### config.mk
export PLATFORM = sky130hd
export DESIGN_NAME = week0303_mag_comparator
export DESIGN_NICKNAME = d
export VERILOG_FILES = /design/src/rtl/week03_pkg.sv /design/src/rtl/cmp_slice4.sv /design/src/rtl/week0303_mag_comparator.sv
export SDC_FILE = /design/constraint.sdc
export NUM_CORES = 1
export LEC_CHECK = 0
export ABC_AREA = 1
export CAP_MARGIN = 20
export CORE_AREA = 2 2 39 41
export DETAILED_ROUTE_END_ITERATION = 7
export DIE_AREA = 0 0 41 43
export GPL_TIMING_DRIVEN = 0
export HOLD_SLACK_MARGIN = 0.08
export PLACE_DENSITY_LB_ADDON = 0.12
export SLEW_MARGIN = 15
export SYNTH_ARGS = -nofsm -noshare
export SYNTH_HDL_FRONTEND = slang
export SYNTH_SLANG_ARGS = --single-unit
### constraint.sdc
create_clock -name clk -period 1.15 [get_ports clk]
set_clock_uncertainty 0.15 [all_clocks]
set_input_delay 0.1725 -clock clk [delete_from_list [all_inputs] [get_ports clk]]
set_output_delay 0.1725 -clock clk [all_outputs]
set_load 0.02 [all_outputs]
### src/rtl/week03_pkg.sv
// Shared types for the week-3 comparator datapath: slice width and the
// Eq/Gt/Lt cascade flag bundle passed between comparator slices.
package week03_pkg;

  localparam int SLICE_W = 4;

  typedef struct packed {
    logic eq;
    logic gt;
    logic lt;
  } cmp_flags_t;

  localparam cmp_flags_t CMP_SEED = '{eq: 1'b1, gt: 1'b0, lt: 1'b0};

endpackage

### src/rtl/cmp_slice4.sv
// Combinational 4-bit cascadable magnitude compare slice.
// An upstream (more significant) non-equal decision passes through untouched.
module cmp_slice4
  import week03_pkg::*;
(
  input  logic [SLICE_W-1:0] a,
  input  logic [SLICE_W-1:0] b,
  input  cmp_flags_t         casc_i,
  output cmp_flags_t         flags_o
);

  always_comb begin
    flags_o = casc_i;
    if (casc_i.eq) begin
      flags_o.eq = (a == b);
      flags_o.gt = (a > b);
      flags_o.lt = (a < b);
    end
  end

endmodule

### src/rtl/week0303_mag_comparator.sv
// Registered magnitude comparator built from chained 4-bit slices.
// Signed mode flips both operand MSBs so the unsigned chain orders two's complement.
module week0303_mag_comparator
  import week03_pkg::*;
#(
  parameter int WIDTH = 4
) (
  input  logic             clk,
  input  logic             rst_n,
  input  logic             in_valid,
  input  logic             signed_mode,
  input  logic [WIDTH-1:0] A,
  input  logic [WIDTH-1:0] B,
  output logic             out_valid,
  output logic             Eq,
  output logic             Gt,
  output logic             Lt
);

  localparam int NSLICE = WIDTH / SLICE_W;

  generate
    if ((WIDTH % SLICE_W) != 0 || WIDTH < SLICE_W) begin : g_bad_width
      $error("week0303_mag_comparator: WIDTH must be a multiple of 4 and >= 4");
    end
  endgenerate

  logic [WIDTH-1:0] w_msb_flip;
  logic [WIDTH-1:0] w_a;
  logic [WIDTH-1:0] w_b;
  cmp_flags_t       w_casc [NSLICE:0];
  cmp_flags_t       r_flags;
  logic             r_vld;

  assign w_msb_flip     = {signed_mode, {(WIDTH-1){1'b0}}};
  assign w_a            = A ^ w_msb_flip;
  assign w_b            = B ^ w_msb_flip;
  assign w_casc[NSLICE] = CMP_SEED;

  // Slice NSLICE-1 holds the MSBs and is fed the seed; decisions ripple down.
  genvar gi;
  generate
    for (gi = 0; gi < NSLICE; gi++) begin : g_slice
      cmp_slice4 u_slice (
        .a       (w_a[gi*SLICE_W +: SLICE_W]),
        .b       (w_b[gi*SLICE_W +: SLICE_W]),
        .casc_i  (w_casc[gi+1]),
        .flags_o (w_casc[gi])
      );
    end
  endgenerate

  // Flags load only on a qualified sample, so idle-cycle X/Z never reaches them.
  always_ff @(posedge clk or negedge rst_n) begin
    if (!rst_n) begin
      r_vld   <= 1'b0;
      r_flags <= '0;
    end else begin
      r_vld <= in_valid;
      if (in_valid) r_flags <= w_casc[0];
    end
  end

  assign out_valid = r_vld;
  assign Eq        = r_flags.eq;
  assign Gt        = r_flags.gt;
  assign Lt        = r_flags.lt;

endmodule

# Word-level counts from Yosys, hierarchy flattened
# Index checks and enable logic that the tools add are counted.
# W data, S select, Z words.
# word_totals
regBits	4
inputBits	12
output_inout_bits	4
word_cells	9
# op_classes
order_cmp	2
eq_ne	1
bitwise	2
# ops
op	n
$xor A4 B4 Y4	2
$eq A4 B4 Y1	1
$gt A4 B4 Y1	1
$lt A4 B4 Y1	1

# Longest topological paths before layout
# depth
ltp_word	2
depth_mapped	9
mapped_depth_nobuf	9

# Modules after synthesis
# Synthesis repeated with hierarchy kept, for this count alone.
# unflattened
cells_unflattened	54
hier_area_um2	327.8
# by_module_without_submodules
mod	n_inst	cells_per_inst	area_per_inst_um2
week0303_mag_comparator	1	25	178.9
cmp_slice4	1	29	148.9

# Worst setup path before layout
# OpenSTA, ideal clock, no wires.
# synth_path
path_type	input to register
startpoint	input signed_mode
endpoint	register r_flags (netlist bit Gt)
arrival_ns	0.929
t_required_ns	0.884
slack_ns	-0.046
cell_stages	6
n_path_buf	0
path_cell_list	xor2_1 -> ha_1 -> a21oi_1 -> nand2_1 -> nand2_1 -> nand2_1
# synth_between
elab_chain_cells	2
elab_cells_between_ends	3
cone_classes	1 x order compare; 2 x bitwise
# synth_lines
item	line	source
from (decl)	week0303_mag_comparator.sv:11	input logic signed_mode,
$xor A4 B4 Y4 (on tied branches)	week0303_mag_comparator.sv:36, week0303_mag_comparator.sv:37	
$gt A4 B4 Y1 (*)	cmp_slice4.sv:16	flags_o.gt = (a > b);
to (signal assigned)	week0303_mag_comparator.sv:60	if (in_valid) r_flags <= w_casc[0];
to (decl)	week0303_mag_comparator.sv:32	cmp_flags_t r_flags;
# Mark *: on every way between the ends. The rest lies on a longest branch, timed or not.
# A chain may end at the register's enable or synchronous reset.

# Worst setup path after layout
# Same ends and word-level chain as after synthesis.

==> flow_summary.rst <==
.. list-table::
   :header-rows: 1

   * - Metric
     - Value
   * - Initial cell density of the core
     - 0.1881
   * - Critical Path Fanout Max
     - 2
   * - Internal cell power
     - about 350 uW
   * - Chip width
     - 41 microns
   * - DRC violations left
     - 0
   * - Sequential group share of total power
     - 0.332
   * - Min cycle time layout
     - between 1 and 1.5 ns
   * - Peak ir drop on the vdd network
     - roughly 0.31 mV
   * - Cell depth of the worst min-delay path
     - 2
   * - Number of flops mapped to enable cells by yosys
     - 0
   * - Fraction of layout instances using a drive strength above 1
     - 0.3585
   * - Max Fclk
     - between 900 and 1000 MHz
   * - Critical Setup Path Class
     - in -> reg
   * - Final non-filler cell area
     - 454.2 sq um
   * - Synth warnings
     - 0
   * - Bufs on Longest Clock Path
     - 2
   * - Filler cells
     - 162
   * - Library cell with the largest summed area after synthesis
     - sky130_fd_sc_hd__dfrtp_1
   * - Wire per inst
     - 7.812 microns
   * - Slew HR
     - 0.8757
   * - Mean area per synthesized cell
     - 7.654 sq um
   * - Post-route antenna net violation count
     - 0
   * - R2R Path End
     - Eq$_DFFE_PN0P_
   * - Via/cell ratio
     - ~3.9
   * - Net switching power
     - around 150 uW
   * - Sequential share of the synthesized area
     - 0.3846
   * - CTS Root Cell
     - sky130_fd_sc_hd__clkbuf_4
   * - Final number of max-transition violations
     - 0
   * - Worst Hold Path EP
     - Lt$_DFFE_PN0P_
   * - H-tree depth
     - 1
   * - Via count of the first global-routing pass
     - 221
   * - Leakage power figure
     - roughly 0.25 nW
   * - Startpoint of the worst hold path
     - Lt$_DFFE_PN0P_
   * - Post-synthesis to final-layout area growth
     - 74.52%
   * - Worst-skew pair later-pin latency
     - approximately 0.23 ns
   * - Overall fraction of global-route tracks in use
     - 0.07229
   * - Top post-synthesis cells by count
     - sky130_fd_sc_hd__nand2_1, sky130_fd_sc_hd__inv_1, sky130_fd_sc_hd__dfrtp_1, sky130_fd_sc_hd__ha_1, sky130_fd_sc_hd__nor2_1
   * - Fraction of power consumed by combinational cells
     - 0.329
   * - Dominant cells by area after synthesis
     - sky130_fd_sc_hd__dfrtp_1, sky130_fd_sc_hd__ha_1, sky130_fd_sc_hd__nand2_1, sky130_fd_sc_hd__inv_1, sky130_fd_sc_hd__nor2_1
   * - Antenna violations before repair
     - 0
   * - R2R cell count
     - 2
   * - Post-Synthesis Net Count
     - 50
   * - Area of the core
     - 0.001384 sq mm
   * - TritonCTS Sinks
     - 4
   * - Maxcap violations
     - 0
   * - Total Wirelength
     - 539 microns
   * - Worst-path clk slew
     - about 0.04 ns
   * - Dominant register cell in the synthesized netlist
     - sky130_fd_sc_hd__dfrtp_1
   * - Count of TritonRoute iterations in the first routing pass
     - 2
   * - Final critical-path share of the clock period
     - 0.9470
   * - Count of mapped cells out of synthesis
     - 34
   * - GRT overflow
     - 0
   * - Height of the die
     - 43 microns
   * - Final worst hold slack
     - 0.3197 ns
   * - Worst reg2reg setup slack
     - 0.38 ns
   * - Outcome
     - finished clean
   * - Post-detailed-placement half-perimeter wirelength
     - 418.7 microns
   * - Clk pwr share
     - 0.338
   * - Std-Cell Rows
     - 14
   * - Async set or reset register ratio after synthesis
     - 1.000
   * - Power Dens Cells
     - 1115 mW/mm^2
   * - Total die area
     - 0.001763 sq mm
   * - Setup repair after global routing missed its margin
     - false
   * - First-pass GRT wire length
     - between 800 and 900 microns
   * - Count of routing violations after the opening detailed-route iteration
     - 1
   * - Number of buffers inserted by port buffering
     - 15
   * - Antenna fix cells
     - 0
   * - Pin slew with the least headroom to its limit
     - 0.1859 ns
   * - Number of synthesized register bits
     - 4
   * - Final RePlAce weighted congestion
     - around 0.63
   * - Worst min-delay path class
     - reg -> reg
   * - Largest net degree at the start of global routing
     - 5
   * - Number of distinct library cell variants in the gate-level netlist after synthesis
     - 10
   * - DP Area
     - 434.2 sq um
   * - CP arrival
     - ~1.1 ns
   * - Kind of start point of the critical path
     - input port
   * - Number of placed I/O pins
     - 16
   * - Final hold vios
     - 0
   * - CTS Buf Count
     - 3
   * - Crit. End Element
     - flop
   * - Clock tree from TritonCTS
     - built
   * - Via count
     - 266
   * - Net switching fraction of the power
     - 0.3031
   * - Layout Nets
     - 71
   * - Reg2reg start
     - Eq$_DFFE_PN0P_
   * - Final number of setup-violating endpoints
     - 0
   * - Share of Yosys cell area claimed by the top area cell type
     - 0.3846
   * - WP data required
     - 1.12 ns
   * - Most common cell in the synthesized netlist
     - sky130_fd_sc_hd__nand2_1
   * - Synth Cell Area
     - 260.3 sq um
## timing repair
item,in CTS,in global routing
buffers inserted,0,0
pin swaps,12,6
endpoints found under the hold margin,4,0
hold buffers,1,0
gates resized for setup,35,6
endpoints found under the setup margin,7,3
## cell usage in the layout, fill, tap and decap left out, drive strengths merged
master / synthesis / final
a21oi: 1 / 1
buf: 0 / 7
clkbuf: 0 / 3
clkdlybuf4s50: 0 / 2
dfrtp: 4 / 4
dlygate4sd2: 0 / 6
dlygate4sd3: 0 / 1
ha: 4 / 4
inv: 7 / 7
nand2: 11 / 11
nand3: 1 / 1
nor2: 4 / 4
xnor2: 1 / 1
xor2: 1 / 1
## cell type report
| type | instances | area [sq um] | area share |
|---|---|---|---|
| multi-input combinational | 23 | 165.2 | 0.3636 |
| timing repair buffer | 16 | 120.1 | 0.2645 |
| sequential | 4 | 100.1 | 0.2204 |
| inverter | 7 | 26.28 | 0.05785 |
| clock buffer | 3 | 22.52 | 0.04959 |
| tap | 16 | 20.02 | 0.04408 |
## power by group through the flow
| stage | Clock, mW | Combinational (mW) | Sequential, mW |
|---|---|---|---|
| floorplan | 0 | 0.0637 | 0.194 |
| global placement | 0 | 0.178 | 0.171 |
| detailed placement | 0 | 0.178 | 0.171 |
| CTS | 0.180 | 0.156 | 0.168 |
| global route | 0.187 | 0.186 | 0.170 |
| finish | 0.171 | 0.167 | 0.168 |
## worst max-delay path by stage
| stage | startpoint | to | slack (ns) | cells after the start |
|---|---|---|---|---|
| finish | signed_mode | Gt$_DFFE_PN0P_ | 0.06 | 7 |
| global route | signed_mode | Gt$_DFFE_PN0P_ | 0.004 | 9 |
| CTS | A[3] | Gt$_DFFE_PN0P_ | 0.02 | 9 |
| global placement | signed_mode | Gt$_DFFE_PN0P_ | -0.57 | 8 |
| detailed placement | signed_mode | Gt$_DFFE_PN0P_ | -0.57 | 8 |
| floorplan | signed_mode | Gt$_DFFE_PN0P_ | -0.02 | 7 |
## metrics by stage
stage          utilization  setup WS [ns]  total power [mW]  instances  setup TNS [ns]
6_report            0.3282        0.06090            0.5064         69               0
5_1_grt             0.3282       0.004490            0.5420         69               0
4_1_cts             0.3156        0.01648            0.5038         69               0
3_5_place_dp        0.3137        -0.5652            0.3484         65          -1.998
3_3_place_gp        0.3137        -0.5721            0.3490         65          -2.023
2_1_floorplan            -       -0.01899            0.2579         34        -0.01899
## registers in the layout, indices dropped and copies added (netlist names)
signal / flops
Eq: 1
Gt: 1
Lt: 1
out_valid: 1
## critical path, stage by stage
cell and delay, ns:
sky130_fd_sc_hd__buf_4 0.12, sky130_fd_sc_hd__xnor2_2 0.12, sky130_fd_sc_hd__ha_1 0.33, sky130_fd_sc_hd__a21oi_2 0.16, sky130_fd_sc_hd__nand2_1 0.06, sky130_fd_sc_hd__nand2_1 0.06, sky130_fd_sc_hd__nand2_1 0.04
## logic make-up after synthesis
| family | count (synthesis) | synth area share |
|---|---|---|
| buffers and inverters | 7 | 0.1009 |
| xor gates and xnor gates | 2 | 0.06732 |
| and+or+nand+nor | 16 | 0.2355 |
| DFF | 4 | 0.3846 |
| adders and majority gates | 4 | 0.1923 |
| AOI/OAI and AO/OA | 1 | 0.01921 |
## per-layer routing
layer | track usage | routed length [microns] | vias up | part of all wire
met5 | 0 | 0 | - | 0
met4 | 0.1000 | 15 | 0 | 0.028
met3 | 0.01571 | 63 | 2 | 0.12
met2 | 0.09375 | 235 | 14 | 0.44
met1 | 0.07717 | 225 | 108 | 0.42
li1 | - | - | 142 | -
Power figures use the tool's default switching activity.
